<file path="config.mk">
export PLATFORM = sky130hd
export DESIGN_NAME = vc_arbiter
export DESIGN_NICKNAME = d
export VERILOG_FILES = /design/src/rtl/vc_arbiter_pkg.sv /design/src/rtl/vc_wrr_grant.sv /design/src/rtl/vc_arbiter.sv
export SDC_FILE = /design/constraint.sdc
export NUM_CORES = 1
export LEC_CHECK = 0
export ABC_CLOCK_PERIOD_IN_PS = 3650
export CORE_MARGIN = 2
export CORE_UTILIZATION = 46
export DETAILED_ROUTE_END_ITERATION = 6
export PLACE_DENSITY = 0.84
export REMOVE_ABC_BUFFERS = 1
export SYNTH_ARGS = -nofsm -noshare
export SYNTH_HDL_FRONTEND = slang
export SYNTH_SLANG_ARGS = --single-unit
</file>
<file path="constraint.sdc">
create_clock -name clk -period 3.65 [get_ports clk]
set_input_delay 0.9125 -clock clk [delete_from_list [all_inputs] [get_ports clk]]
set_output_delay 0.9125 -clock clk [all_outputs]
set_load 0.005 [all_outputs]
</file>
<file path="src/rtl/vc_arbiter_pkg.sv">
// Shared transmission-layer definitions for the VC read-side arbiter.
// Holds the state encoding, the destination-select bit and default parameters.
package vc_arbiter_pkg;

  localparam int unsigned DATA_WIDTH_DEFAULT = 6;
  localparam int unsigned VC0_WEIGHT_DEFAULT = 4;
  localparam int unsigned RUN_WIDTH          = 4;

  typedef enum logic [1:0] {
    ST_INIT   = 2'd0,
    ST_IDLE   = 2'd1,
    ST_ACTIVE = 2'd2
  } arb_state_e;

  // One in-flight pop: valid bit plus the source VC (0 = VC0, 1 = VC1).
  typedef struct packed {
    logic valid;
    logic src;
  } pipe_stage_t;

  // Word MSB selects the destination FIFO (0 = D0, 1 = D1).
  function automatic int unsigned dest_bit(input int unsigned width);
    return width - 1;
  endfunction

endpackage

</file>
<file path="src/rtl/vc_wrr_grant.sv">
// Weighted round-robin pop decision between VC0 and VC1.
// Grants are combinational so a pop reacts to the current empty/almost-full flags.
module vc_wrr_grant
  import vc_arbiter_pkg::*;
#(
  parameter int unsigned VC0_WEIGHT = VC0_WEIGHT_DEFAULT
) (
  input  logic clk,
  input  logic rst,
  input  logic flush,
  input  logic allow,
  input  logic empty_vc0,
  input  logic empty_vc1,
  output logic grant_vc0_c,
  output logic grant_vc1_c
);

  localparam logic [RUN_WIDTH-1:0] WEIGHT = RUN_WIDTH'(VC0_WEIGHT);

  logic [RUN_WIDTH-1:0] vc0_run_q;
  logic [RUN_WIDTH-1:0] vc0_run_d;
  logic                 run_at_weight;

  assign run_at_weight = (vc0_run_q >= WEIGHT);

  // VC0 wins contention until it has used its weight of consecutive grants.
  always_comb begin
    grant_vc0_c = 1'b0;
    grant_vc1_c = 1'b0;
    if (allow) begin
      if (!empty_vc0 && !empty_vc1) begin
        if (run_at_weight) begin
          grant_vc1_c = 1'b1;
        end else begin
          grant_vc0_c = 1'b1;
        end
      end else if (!empty_vc0) begin
        grant_vc0_c = 1'b1;
      end else if (!empty_vc1) begin
        grant_vc1_c = 1'b1;
      end
    end
  end

  always_comb begin
    vc0_run_d = vc0_run_q;
    if (flush || empty_vc1 || grant_vc1_c) begin
      vc0_run_d = '0;
    end else if (grant_vc0_c && !run_at_weight) begin
      vc0_run_d = vc0_run_q + RUN_WIDTH'(1);
    end
  end

  always_ff @(posedge clk or posedge rst) begin
    if (rst) begin
      vc0_run_q <= '0;
    end else begin
      vc0_run_q <= vc0_run_d;
    end
  end

endmodule

</file>
<file path="src/rtl/vc_arbiter.sv">
// Drains the VC0/VC1 FIFOs and forwards each word to D0 or D1 by its MSB.
// Pop in cycle N, FIFO data valid in N+1, push presented in N+2.
module vc_arbiter
  import vc_arbiter_pkg::*;
#(
  parameter int unsigned data_width = DATA_WIDTH_DEFAULT,
  parameter int unsigned VC0_WEIGHT = VC0_WEIGHT_DEFAULT
) (
  input  logic                  clk,
  input  logic                  reset,
  input  logic                  init,
  input  logic                  empty_fifo_VC0,
  input  logic                  empty_fifo_VC1,
  input  logic [data_width-1:0] data_out_VC0,
  input  logic [data_width-1:0] data_out_VC1,
  input  logic                  almost_full_fifo_D0,
  input  logic                  almost_full_fifo_D1,
  output logic                  rd_enable_VC0,
  output logic                  rd_enable_VC1,
  output logic                  push_D0,
  output logic                  push_D1,
  output logic [data_width-1:0] data_out_arb,
  output logic                  idle_arb
);

  localparam int unsigned DEST_BIT = dest_bit(data_width);

  arb_state_e            state_q, state_d;
  pipe_stage_t           s1_q, s1_d;
  logic                  push_d0_q, push_d0_d;
  logic                  push_d1_q, push_d1_d;
  logic [data_width-1:0] data_q, data_d;
  logic                  idle_q, idle_d;

  logic                  grant_allow_c;
  logic                  grant_vc0_c;
  logic                  grant_vc1_c;
  logic                  any_grant_c;
  logic                  pipe_busy_c;
  logic [data_width-1:0] cap_word_c;

  // Destination is unknown before the pop, so either almost-full stalls all pops.
  assign grant_allow_c = init && (state_q != ST_INIT)
                      && !almost_full_fifo_D0 && !almost_full_fifo_D1;

  vc_wrr_grant #(
    .VC0_WEIGHT(VC0_WEIGHT)
  ) u_grant (
    .clk        (clk),
    .rst        (reset),
    .flush      (!init),
    .allow      (grant_allow_c),
    .empty_vc0  (empty_fifo_VC0),
    .empty_vc1  (empty_fifo_VC1),
    .grant_vc0_c(grant_vc0_c),
    .grant_vc1_c(grant_vc1_c)
  );

  assign any_grant_c = grant_vc0_c | grant_vc1_c;
  assign pipe_busy_c = s1_q.valid | push_d0_q | push_d1_q;
  assign cap_word_c  = s1_q.src ? data_out_VC1 : data_out_VC0;

  always_comb begin
    state_d   = state_q;
    s1_d      = '0;
    push_d0_d = 1'b0;
    push_d1_d = 1'b0;
    data_d    = data_q;
    idle_d    = 1'b0;

    if (!init) begin
      // Flush: in-flight words are dropped and the output word returns to 0.
      state_d = ST_INIT;
      data_d  = '0;
    end else begin
      unique case (state_q)
        ST_INIT:   state_d = ST_IDLE;
        ST_IDLE:   if (any_grant_c) state_d = ST_ACTIVE;
        ST_ACTIVE: if (!any_grant_c && !pipe_busy_c) state_d = ST_IDLE;
        default:   state_d = ST_INIT;
      endcase

      s1_d.valid = any_grant_c;
      s1_d.src   = grant_vc1_c;

      if (s1_q.valid) begin
        data_d    = cap_word_c;
        push_d0_d = !cap_word_c[DEST_BIT];
        push_d1_d =  cap_word_c[DEST_BIT];
      end
    end

    idle_d = empty_fifo_VC0 && empty_fifo_VC1 && !any_grant_c && !pipe_busy_c;
  end

  always_ff @(posedge clk or posedge reset) begin
    if (reset) begin
      state_q   <= ST_INIT;
      s1_q      <= '0;
      push_d0_q <= 1'b0;
      push_d1_q <= 1'b0;
      data_q    <= '0;
      idle_q    <= 1'b1;
    end else begin
      state_q   <= state_d;
      s1_q      <= s1_d;
      push_d0_q <= push_d0_d;
      push_d1_q <= push_d1_d;
      data_q    <= data_d;
      idle_q    <= idle_d;
    end
  end

  // Pops follow the current flags; pushes are masked the moment init drops.
  assign rd_enable_VC0 = grant_vc0_c;
  assign rd_enable_VC1 = grant_vc1_c;
  assign push_D0       = push_d0_q & init;
  assign push_D1       = push_d1_q & init;
  assign data_out_arb  = data_q;
  assign idle_arb      = idle_q;

endmodule

</file>
-- Word level (Yosys, flattened, before mapping)
Index checks and enable logic that the tools add are counted.
- output and inout port bits: 11
- word-level logic and storage cells: 67
- memories kept: 0
- ROM bits: 0
- register bits after elaboration: 17
- latch bits: 0
- bits of input ports: 19
- RAM bits: 0
- shift operators: 0
- multipliers: 0
- div/mod/pow operators: 0
- $lt $le $gt $ge: 1
- bitwise gates (word level): 5
- equality and inequality tests: 5
- multiplexer cells: 23
- reductions and logical operators: 24
- add/subtract/negate cells: 1
- operators by type and width (operator ; count):
    6-bit two-way mux ; 3
    1-bit two-way mux ; 13
    1-bit logical AND ; 9
    1-bit zero test ; 9
    2-bit two-way mux ; 4
    4-bit two-way mux ; 2
    3-bit inequality test, second input constant ; 2
    2-bit one-hot mux with 3 select lines ; 1
    4-bit by 1-bit adder with 4-bit output, second input constant ; 1
    4-bit by 3-bit >= comparator with 1-bit output, second input constant ; 1
    2-bit nonzero test ; 2
    1-bit OR ; 3
    1-bit bitwise AND ; 2
    2-bit by 1-bit equality test with 1-bit output, second input constant ; 1
    2-bit equality test, second input constant ; 1
    2-bit zero test ; 1
    1-bit logical OR ; 2
    2-bit by 1-bit inequality test with 1-bit output, second input constant ; 1
    2-bit AND reduction ; 1

-- Longest topological paths before layout
- word-level depth: 11
- depth in mapped cells: 4
- gate-level depth less buffers: 3

-- By module
Synthesis repeated with hierarchy kept, for this count alone.
- cells, all modules: 75
- area total of the unflattened synthesis: 818.3 sq um
- by module, submodules not included (module ; area each (sq um) ; times used ; cells an instance ; seq. area each (sq um)):
    vc_arbiter ; 603.1 ; 1 ; 54 ; 326.6
    vc_wrr_grant ; 215.2 ; 1 ; 21 ; 100.1

-- Worst setup path after synthesis
Ideal clock, no wire load.
- kind: input -> output
- start: input init
- end: output rd_enable_VC0
- buffers on the path: 1
- arrival: 1.739 ns
- setup slack: 0.999 ns
- cell stages on the path: 4
- cells stage by stage: buf_4 > nor3b_1 > nand2_1 > nor3_1
- longest elaborated chain between the ends: 4
- RTL lines (what ; RTL line ; RTL):
    start: declaration ; vc_arbiter.sv:11 ; input logic init,
    1-bit logical AND ; vc_arbiter.sv:43 ; assign grant_allow_c = init && (state_q != ST_INIT)
    1-bit logical AND (2 in series) ; vc_arbiter.sv:44 ; && !almost_full_fifo_D0 && !almost_full_fifo_D1;
    1-bit two-way mux ; vc_wrr_grant.sv:30 ; if (allow) begin
    end: declaration ; vc_arbiter.sv:18 ; output logic rd_enable_VC0,
No other way between the ends.

-- Worst setup path after layout
- start: input almost_full_fifo_D0
- end: output rd_enable_VC1
- longest elaborated chain between the ends: 4
- RTL lines (what ; RTL line ; RTL):
    start: declaration ; vc_arbiter.sv:16 ; input logic almost_full_fifo_D0,
    1-bit zero test ; vc_arbiter.sv:44 ;
    1-bit logical AND (2 in series) ; vc_arbiter.sv:44 ;
    1-bit two-way mux ; vc_wrr_grant.sv:30 ;
    end: declaration ; vc_arbiter.sv:19 ; output logic rd_enable_VC1,
No other way between the ends.

==> run_results.csv <==
group,metric,value,unit
grt,first_global_vias,699,
layout,area.growth.synth_to_final,41.39,%
yosys,synth_fa_ha_area_frac,0.01511,
yosys,synth_compound_gate_area_share,0.1571,
layout,layout.cell_area.non_filler,0.001171,mm²
clock_tree,tritoncts,"done",
setup_path,critical_path.n_buffers_inverters,2,
clock_tree,ctsRootBufferMaster,"sky130_fd_sc_hd__clkbuf_4",
layout,finish.net_count,131,
yosys,xor_xnor_share_of_the_synthesized_area,0,
sta,final_hold_viol_count,0,
die,fp.coreArea,0.001708,mm²
yosys,ys_seq_elements,17,
setup_path,worstSetupStartpointType,"primary input",
setup_path,critPathMaxFanout,5,
layout,final_instance_count_excl_fillers,135,
place,routabilityCongestion,0.8595,
yosys,synth-edff-count,0,
drt,dr_total_vias,739,
drt,antenna_violating_nets_left,0,
place,place.detailed.instances,131,
sta,worst-slew-pin-transition,631.4,ps
layout,antenna_cells,0,
clock_tree,clock_sink_count,17,
setup_path,cell_with_the_largest_stage_delay_on_the_worst_path,"sky130_fd_sc_hd__clkdlybuf4s50_1",
yosys,synth_top_family_by_area,"simple AND/OR/NAND/NOR gates",
drt,avgRoutedWirePerCell,13.37,µm
grt,grt_max_degree,18,
drt,drcViolationCount,0,
setup_path,element_type_at_the_critical_path_end,"primary output",
yosys,ys.flop_type,"sky130_fd_sc_hd__dfrtp_1",
grt,grt_usage,0.1974,
setup_path,critPathArrivalTime,2580,ps
layout,post-route-util,0.6857,
grt,antenna_violations_before_repair,0,
sta,post-route-period-util,0.9562,
clock_tree,hold_buffers,0,
die,die_width,46.44,µm
setup_path,cpLargestDelayFamily,"buffers and inverters",
die,placementRows,15,
clock_tree,postCtsSetupRepairBufs,0,
grt,globalRouteOverflowTotal,0,
layout,fillers,127,
sta,achievable-frequency,286.5,MHz
drt,drt_iter0_drcs,6,
drt,detail_route.first_pass.iterations,4,
sta,timing.max_slew.rel_slack,0.5786,
clock_tree,cts_buffers,3,
clock_tree,htree_num_levels,1,
yosys,netlist_instances,80,
yosys,syn_area,828.3,µm²
setup_path,critical_path.most_common_cell,"sky130_fd_sc_hd__clkdlybuf4s50_1",
yosys,yosys_warnings,0,
die,die-height,46.44,µm
yosys,average_size_of_a_mapped_cell,10.35,µm²
layout,final_layout_size_suffix_gt1_frac,0.08182,
drt,drt_total_wl,1805,µm
grt,first_pass_grt_wire_length,2925,µm
place,detailedPlace.worstSlack,18.49,ps
run_status,status,"completed",
clock_tree,worst_setup_hold_path_clk_slew,100,ps
place,dp_hpwl,1349,µm
pwr,ir_drop,0.2375,mV
sta,total_negative_setup_slacks,0,ps
yosys,simple_logic_cell_fraction_of_the_synthesized_area,0.2069,
die,floorplan.io_pins,30,
pwr,report.power.total,0.3588,mW
pwr,leakage_power,0.5412,nW
sta,fin_worst_skew,2.174,ps
sta,report.final.slew_viol_count,0,
sta,min_period,3490,ps
yosys,post_synth_mux_area_share,0.07402,
sta,hold-worst-slack,497.5,ps
clock_tree,post_cts_resized,0,
sta,timing.final.ws_setup,159.7,ps
yosys,synth.lib_cells_used.distinct,32,
die,initial_core_util,0.4850,
clock_tree,worstSkewPairLatency,300,ps
pwr,power.density_cell_area,306.3,mW/mm²
yosys,synthArstFlopShare,1.000,
setup_path,worst_ep_required_time,2740,ps
run,max_cap_viol_count,0,
place,port_buffers,29,
setup_path,worst_setup_slack_for_register_to_register_paths,2200,ps
sta,grt_setup_unrepaired,"false",
yosys,synth_sequential_area_ratio,0.5151,
clock_tree,clk_path_buf_depth,2,
setup_path,critical-path-max-stage-delay,530,ps
place,placedInstanceArea,0.001139,mm²
setup_path,crit_chain,"clkdlybuf4s50_1 -> nor3b_2 -> nand2_1 -> nor3_1 -> clkdlybuf4s50_1",
worst_hold_path,worstHoldPathType,"reg -> reg",
die,die_ar,0.002156,mm²
sta,finalSetupViolCount,0,
setup_path,timing_worst_setup_path_type,"in -> out",
drt,routed_via_density,5.474,
[state kept, by name, summed over array words and instances, names as in the netlist]
signal	cells
data_out_arb	6
u_grant.vc0_run_q	4
s1_q	2
state_q	2
idle_arb	1
push_d0_q	1
push_d1_q	1
[final timing paths]
check,cells past startpoint,to,startpoint
worst min-delay path,2,idle_arb$_DFF_PP1_,push_d1_q$_DFF_PP0_
worst max-delay path,5,rd_enable_VC1,almost_full_fifo_D0
max in group asynchronous,2,u_grant.vc0_run_q[2]$_DFFE_PP0P_,reset
min in group asynchronous,2,data_out_arb[3]$_DFFE_PP0P_,reset
worst max register to register,3,state_q[0]$_DFFE_PP0P_,s1_q[1]$_DFF_PP0_
worst min register to register,2,idle_arb$_DFF_PP1_,push_d1_q$_DFF_PP0_
[final cells by class]
class                           instances  area [µm²]  area share
Clock inverter                          1       5.005    0.004274
Tap cell                               25       31.28     0.02671
Timing Repair Buffer                   30       297.8      0.2543
Multi-Input combinational cell         57       380.4      0.3248
Sequential cell                        17       426.7      0.3643
Inverter                                2       7.507    0.006410
Clock buffer                            3       22.52     0.01923
[cells in the final DEF, fill, tap and decap left out, drive strengths merged, types with 2 or more instances in the layout]
master         synthesis  routed
a21oi                  3       3
a31oi                  2       2
and2                   2       2
clkbuf                 2       3
clkdlybuf4s50          0      29
dfrtp                 16      16
inv                    2       2
mux2i                  5       5
nand2                 10      10
nor2                   5       5
nor2b                  2       2
nor3                   4       4
o211a                  5       5
o21ai                  2       2
or3                    2       2
[metal layers]
layer  part of all wire  vias to the layer above  track usage
met5                  0                        -            0
met4              0.027                        0       0.1200
met1               0.42                      362       0.2319
li1                   -                      351            -
met2               0.51                       22       0.3389
met3              0.034                        4      0.02353
[Yosys cell counts, drive strengths merged (2+ instances only)]
master / count / area [µm²]
a21oi: 3 / 15.01
a31oi: 2 / 12.51
and2: 2 / 12.51
buf: 2 / 11.26
clkbuf: 2 / 7.510
dfrtp: 16 / 400.4
inv: 2 / 7.510
mux2i: 5 / 50.05
nand2: 10 / 37.54
nor2: 5 / 18.77
nor2b: 2 / 12.51
nor3: 4 / 20.02
o211a: 5 / 50.05
o21ai: 2 / 10.01
or3: 2 / 12.51
[power by group]
part	internal (mW)	switching (mW)
clock network	0.0409	0.0631
registers	0.194	0.00503
logic	0.0333	0.0226
total	0.268	0.0907
[tightest hold or removal path, stage by stage (launching register included)]
cell	delay (ps)
sky130_fd_sc_hd__dfrtp_1	340
sky130_fd_sc_hd__or3_1	120
sky130_fd_sc_hd__nor2_1	40
[cells by family after synthesis]
group,count (synthesis)
adder cells (fa/ha/maj),1
flip-flops,17
buffers and inverters,6
AND/OR/NAND/NOR,33
AO/OA/AOI/OAI,17
multiplexers,6
No activity file was read; power rests on OpenSTA's default activity.
